### config.mk
export PLATFORM = sky130hd
export DESIGN_NAME = spi_reg_cmd_decoder
export DESIGN_NICKNAME = d
export VERILOG_FILES = /design/src/rtl/spi_reg_cmd_decoder.sv
export SDC_FILE = /design/constraint.sdc
export NUM_CORES = 1
export LEC_CHECK = 0
export BUFFER_PORTS_ARGS = -buffer_cell sky130_fd_sc_hd__buf_2
export CORE_AREA = 2 2 87 89
export CTS_BUF_LIST = sky130_fd_sc_hd__clkbuf_2
export DETAILED_ROUTE_END_ITERATION = 6
export DIE_AREA = 0 0 89 91
export PLACE_DENSITY = 0.77
export SLEW_MARGIN = 10
export SYNTH_ARGS = -nofsm -noshare
export SYNTH_HDL_FRONTEND = slang
export SYNTH_SLANG_ARGS = --single-unit
### constraint.sdc
create_clock -name sysClk -period 3.22 [get_ports sysClk]
set_clock_uncertainty 0.1 [all_clocks]
set_input_delay 0.322 -clock sysClk [delete_from_list [all_inputs] [get_ports sysClk]]
set_output_delay 0.322 -clock sysClk [all_outputs]
set_load 0.03 [all_outputs]
### src/rtl/spi_reg_cmd_decoder.sv
// spi_reg_cmd_decoder
//   Turns 5-byte SPI command frames (ADDR, D0, D1, D2, CHK) into a register
//   write strobe. CHK must equal ADDR^D0^D1^D2, and D2[7:1] must be zero.
//   A frame is aborted if cs_n rises mid-frame or if the link stalls for
//   TIMEOUT_CYCLES cycles. Either an abort or a rejected frame gives a
//   one-cycle frame_error pulse.
//
// Ports
//   sysClk          in   system clock, rising edge
//   rst_n           in   asynchronous active-low reset
//   rx_byte[7:0]    in   byte from the SPI slave
//   rx_byte_valid   in   one-cycle strobe qualifying rx_byte
//   cs_n            in   chip select, already synchronised; low = frame active
//   reg_addr[7:0]   out  last good register address
//   reg_data[16:0]  out  last good register data {D2[0], D1, D0}
//   reg_input_valid out  one-cycle strobe, 1 cycle after a good CHK
//   frame_error     out  one-cycle strobe on an aborted or rejected frame
//   err_count[7:0]  out  saturating count of frame_error pulses
//   busy            out  high while a frame is in progress
//
// state    | meaning
// ---------+-------------------------------------------
// IDLE     | waiting for the ADDR byte
// GOT_ADDR | ADDR held, waiting for D0
// GOT_D0   | D0 held, waiting for D1
// GOT_D1   | D1 held, waiting for D2
// GOT_D2   | D2 held, waiting for CHK

module spi_reg_cmd_decoder #(
    parameter int TIMEOUT_CYCLES = 1000
) (
    input  logic        sysClk,
    input  logic        rst_n,
    input  logic [7:0]  rx_byte,
    input  logic        rx_byte_valid,
    input  logic        cs_n,
    output logic [7:0]  reg_addr,
    output logic [16:0] reg_data,
    output logic        reg_input_valid,
    output logic        frame_error,
    output logic [7:0]  err_count,
    output logic        busy
);

    localparam int TW = (TIMEOUT_CYCLES > 1) ? $clog2(TIMEOUT_CYCLES) : 1;
    localparam logic [TW-1:0] TMO_LAST = TW'(TIMEOUT_CYCLES - 1);

    typedef enum logic [2:0] {
        IDLE     = 3'd0,
        GOT_ADDR = 3'd1,
        GOT_D0   = 3'd2,
        GOT_D1   = 3'd3,
        GOT_D2   = 3'd4
    } state_t;

    state_t        state_q;
    logic [TW-1:0] tmo_q;
    logic [7:0]    addr_q;
    logic [7:0]    d0_q;
    logic [7:0]    d1_q;
    logic          d2_bit_q;
    logic          rsvd_q;
    logic [7:0]    chk_q;
    logic [7:0]    reg_addr_q;
    logic [16:0]   reg_data_q;
    logic          reg_input_valid_q;
    logic          frame_error_q;
    logic [7:0]    err_count_q;

    logic          accept;
    logic          in_frame;
    logic [7:0]    err_count_d;

    assign accept      = rx_byte_valid && !cs_n;
    assign in_frame    = (state_q != IDLE);
    assign err_count_d = (err_count_q == 8'hFF) ? err_count_q : err_count_q + 8'd1;

    always_ff @(posedge sysClk or negedge rst_n) begin
        if (!rst_n) begin
            state_q           <= IDLE;
            tmo_q             <= '0;
            addr_q            <= '0;
            d0_q              <= '0;
            d1_q              <= '0;
            d2_bit_q          <= 1'b0;
            rsvd_q            <= 1'b0;
            chk_q             <= '0;
            reg_addr_q        <= '0;
            reg_data_q        <= '0;
            reg_input_valid_q <= 1'b0;
            frame_error_q     <= 1'b0;
            err_count_q       <= '0;
        end else begin
            reg_input_valid_q <= 1'b0;
            frame_error_q     <= 1'b0;

            // cs_n high outside IDLE means it rose mid-frame. This also
            // covers a CHK strobe in the same cycle, which is discarded.
            if (in_frame && cs_n) begin
                state_q       <= IDLE;
                tmo_q         <= '0;
                frame_error_q <= 1'b1;
                err_count_q   <= err_count_d;
            end else if (accept) begin
                // An accepted byte beats a timeout that would expire this cycle.
                tmo_q <= '0;
                unique case (state_q)
                    IDLE: begin
                        addr_q  <= rx_byte;
                        chk_q   <= rx_byte;
                        state_q <= GOT_ADDR;
                    end
                    GOT_ADDR: begin
                        d0_q    <= rx_byte;
                        chk_q   <= chk_q ^ rx_byte;
                        state_q <= GOT_D0;
                    end
                    GOT_D0: begin
                        d1_q    <= rx_byte;
                        chk_q   <= chk_q ^ rx_byte;
                        state_q <= GOT_D1;
                    end
                    GOT_D1: begin
                        d2_bit_q <= rx_byte[0];
                        rsvd_q   <= |rx_byte[7:1];
                        chk_q    <= chk_q ^ rx_byte;
                        state_q  <= GOT_D2;
                    end
                    GOT_D2: begin
                        state_q <= IDLE;
                        if ((chk_q == rx_byte) && !rsvd_q) begin
                            reg_addr_q        <= addr_q;
                            reg_data_q        <= {d2_bit_q, d1_q, d0_q};
                            reg_input_valid_q <= 1'b1;
                        end else begin
                            frame_error_q <= 1'b1;
                            err_count_q   <= err_count_d;
                        end
                    end
                    default: state_q <= IDLE;
                endcase
            end else if (in_frame) begin
                if (tmo_q == TMO_LAST) begin
                    state_q       <= IDLE;
                    tmo_q         <= '0;
                    frame_error_q <= 1'b1;
                    err_count_q   <= err_count_d;
                end else begin
                    tmo_q <= tmo_q + 1'b1;
                end
            end else begin
                tmo_q <= '0;
            end
        end
    end

    assign reg_addr        = reg_addr_q;
    assign reg_data        = reg_data_q;
    assign reg_input_valid = reg_input_valid_q;
    assign frame_error     = frame_error_q;
    assign err_count       = err_count_q;
    assign busy            = in_frame;

endmodule

==> metrics.txt <==
largest net degree at the start of global routing=83; setup_tns=0 ns; final cell area excluding filler cells=4160 sq um; register area share after synthesis=0.569; total number of vias=2316; Ys Warns=0; drt first-iter violations=124; root buffer cell=clkbuf_2; remaining antenna violation count=0; Rows=31; clock sink total=82; total wire length=6470 um; die area=8100 sq um; power per cell area=545 nW/um^2; fin. max-slew vios=0; wire per inst=14.4 um; Final Hold Fails=0; critical register-to-register path startpoint=rsvd_q; post-layout minimum cycle time=2.59 ns; # setup viols final=0; Post-Syn Nets=294; clock buffer depth=2; CP max stage delay=0.54 ns; gr usage total=0.176; Avg Vias per Cell=5.15; residual DRC count=0; R2R depth=6; mean post-synth cell area=12.9 sq um; antenna violations before repair=0; crit path capture type=register; die height=91 um; total of max-cap violations=0; GR Util met1=0.247; worst-margin pin slew=0.990 ns; RR Endpoint=reg_data[9]; gr ovfl total=0; headroom to the max-slew limit=0.340; M2 GR Usage=0.265; met3 Track Usage GR=0.0391; synth unique cells=31; CTS-repair resized insts=0; Starting Density=0.505; R2R setup slack=0.74 ns; Crit path max-delay family=simple AND/OR/NAND/NOR gates; Required @ worst endpoint=3.55 ns; Num CTS Buffers=9; status=finished clean; #FFs+latches synth=82; share of cells above drive strength 1=0.350; area grow syn2layout=15.4%; DP Wirelength=4430 um; Leakage=2.04 nW; final-stage net count=360; Setup crit start=cs_n; RSZ-0062 raised after global routing=false; WP buf/inv=3; period utilization=0.804; Crit Path Max Fanout=20; placed cell areas=3940 sq um; Fmax=386 MHz; vias in the first global route=2330; Clock transition at path regs=0.27 ns; final cell count without fillers=450; Critical-path top delay cell=dlygate4sd3_1; hold slack final=0.362 ns; Worst Path Arrival=2.92 ns; gp weighted congestion=0.769; diodes inserted=0; first drt pass iteration count=4; Hold/Removal Path Class=in -> async; CORE AREA=7140 sq um; first-pass GRT wire length=11000 um; CP cell instances=dlygate4sd3_1 -> buf_2 -> nor3b_2 -> nand4_1 -> or4b_1 -> or2_1 -> buf_4 -> mux2_4; Clock H-tree levels=3; # IOs=48; CTS tree=yes; Crit Path Class=in -> reg; synthesized area=3600 sq um; peak supply drop=361 uV; PortBufs=47; die width=89 um; Placed Instances=423; type of origin of the critical path=input port; number of cells produced by synthesis=280; worst skew pair latency=0.53 ns; critical path depth in cells=8; worst setup path endpoint=reg_data[9]; GR peak layer=met2
==> registers in the layout, indices dropped and copies added (netlist names) <==
register         count
addr_q               8
chk_q                8
d0_q                 8
d1_q                 8
d2_bit_q             1
err_count            8
frame_error          1
reg_addr             8
reg_data            17
reg_input_valid      1
rsvd_q               1
state_q              3
tmo_q               10
==> power by group <==
group	switching, W	total [W]	internal (W)
combinational	0.000233	0.000437	0.000204
clock	0.000398	0.000522	0.000124
sequential	0.000120	0.00131	0.00119
==> final cells by class <==
cell class / count / area, sq um
Timing Repair Buffer: 64 / 393
Multi-Input combinational cell: 186 / 1470
Inverter: 3 / 11.3
Fill cell: 607 / 2980
Sequential cell: 82 / 2050
Tap cell: 99 / 124
Clock buffer: 9 / 45.0
Clock inverter: 7 / 70.1
==> cells in the mapped netlist, drive strengths merged <==
cell type   n  share of area
o21ai       2         0.0028
nor3        5         0.0069
dfrtp      82           0.57
or4         4         0.0083
and3        6          0.010
a21oi       4         0.0056
nor4        2         0.0035
nand3b      2         0.0042
or2         1         0.0017
nor3b       1         0.0035
nor2       21          0.022
inv         3         0.0031
buf         4          0.016
nand4       6          0.010
nand4b      1         0.0024
clkbuf      5         0.0052
xor2       13          0.032
nor4bb      1         0.0028
nand2b      1         0.0017
o31ai       2         0.0042
nand2      28          0.029
mux2       52           0.18
nand3      12          0.017
or2b        1         0.0021
xnor2      17          0.041
ha          2         0.0069
or4b        2         0.0056
==> worst register-to-register path: stages (launching register included) <==
cell,delay [ns]
dfrtp_1,0.44
nor3b_2,0.22
nand4_1,0.11
or4b_1,0.53
or2_1,0.38
buf_4,0.30
mux2_4,0.33
==> stage by stage <==
step / total power [W] / util / setup slack (ns)
6_report: 0.00227 / 0.583 / 0.631
5_1_grt: 0.00242 / 0.583 / 0.554
4_1_cts: 0.00229 / 0.582 / 0.659
3_5_place_dp: 0.00176 / 0.552 / 0.617
3_3_place_gp: 0.00174 / 0.552 / 0.662
2_1_floorplan: 0.00162 / - / 0.903
==> cell families (layout without fill, tap and decap cells) <==
family,count (synthesis),in the layout,share of synthesized area
multiplexers,52,52,0.183
buffers and inverters,12,83,0.0239
AND/OR/NAND/NOR,94,94,0.131
AO/OA/AOI/OAI,8,8,0.0125
flip-flops,82,82,0.569
XOR/XNOR,30,30,0.0729
adder cells (fa/ha/maj),2,2,0.00694
==> worst min path at each step <==
stage | to | from | slack, ns | cells after the start
detailed placement | tmo_q[0] | tmo_q[0] | 0.39 | 1
CTS | state_q[2] | rx_byte_valid | 0.004 | 4
floorplan | addr_q[0] | rst_n | -0.07 | 0
global placement | tmo_q[0] | tmo_q[0] | 0.38 | 1
global route | reg_data[8] | rst_n | 0.39 | 2
finish | d1_q[5] | rst_n | 0.36 | 2
==> routing by layer <==
metal,up-vias,share of wire,routed length [um]
met5,-,0,0
met4,0,0.020,130
met3,12,0.048,310
met2,61,0.46,2980
met1,1143,0.47,3050
li1,1100,-,-
==> repair_timing <==
item	CTS	global route
endpoints found under the hold margin	105	1
hold buffers	10	1
setup buffers	0	0
==> placed cells by master (no fill, tap or decap), types with 2 or more instances in the layout <==
cell and instances:
buf_4 7, dlygate4sd3_1 11, mux2_4 20, a21oi_1 4
ha_1 2, o31ai_1 2, buf_2 46, nor4_1 2
nand3b_1 2, nand2_1 28, nand3_1 12, clkbuf_2 9
nor2_1 21, inv_1 3, and3_1 6, or4_1 4
nor3_1 5, o21ai_0 2, nand4_1 6, inv_6 3
dfrtp_1 82, mux2_2 32, xor2_1 13, xnor2_1 17
(Power assumes the default switching activity.)
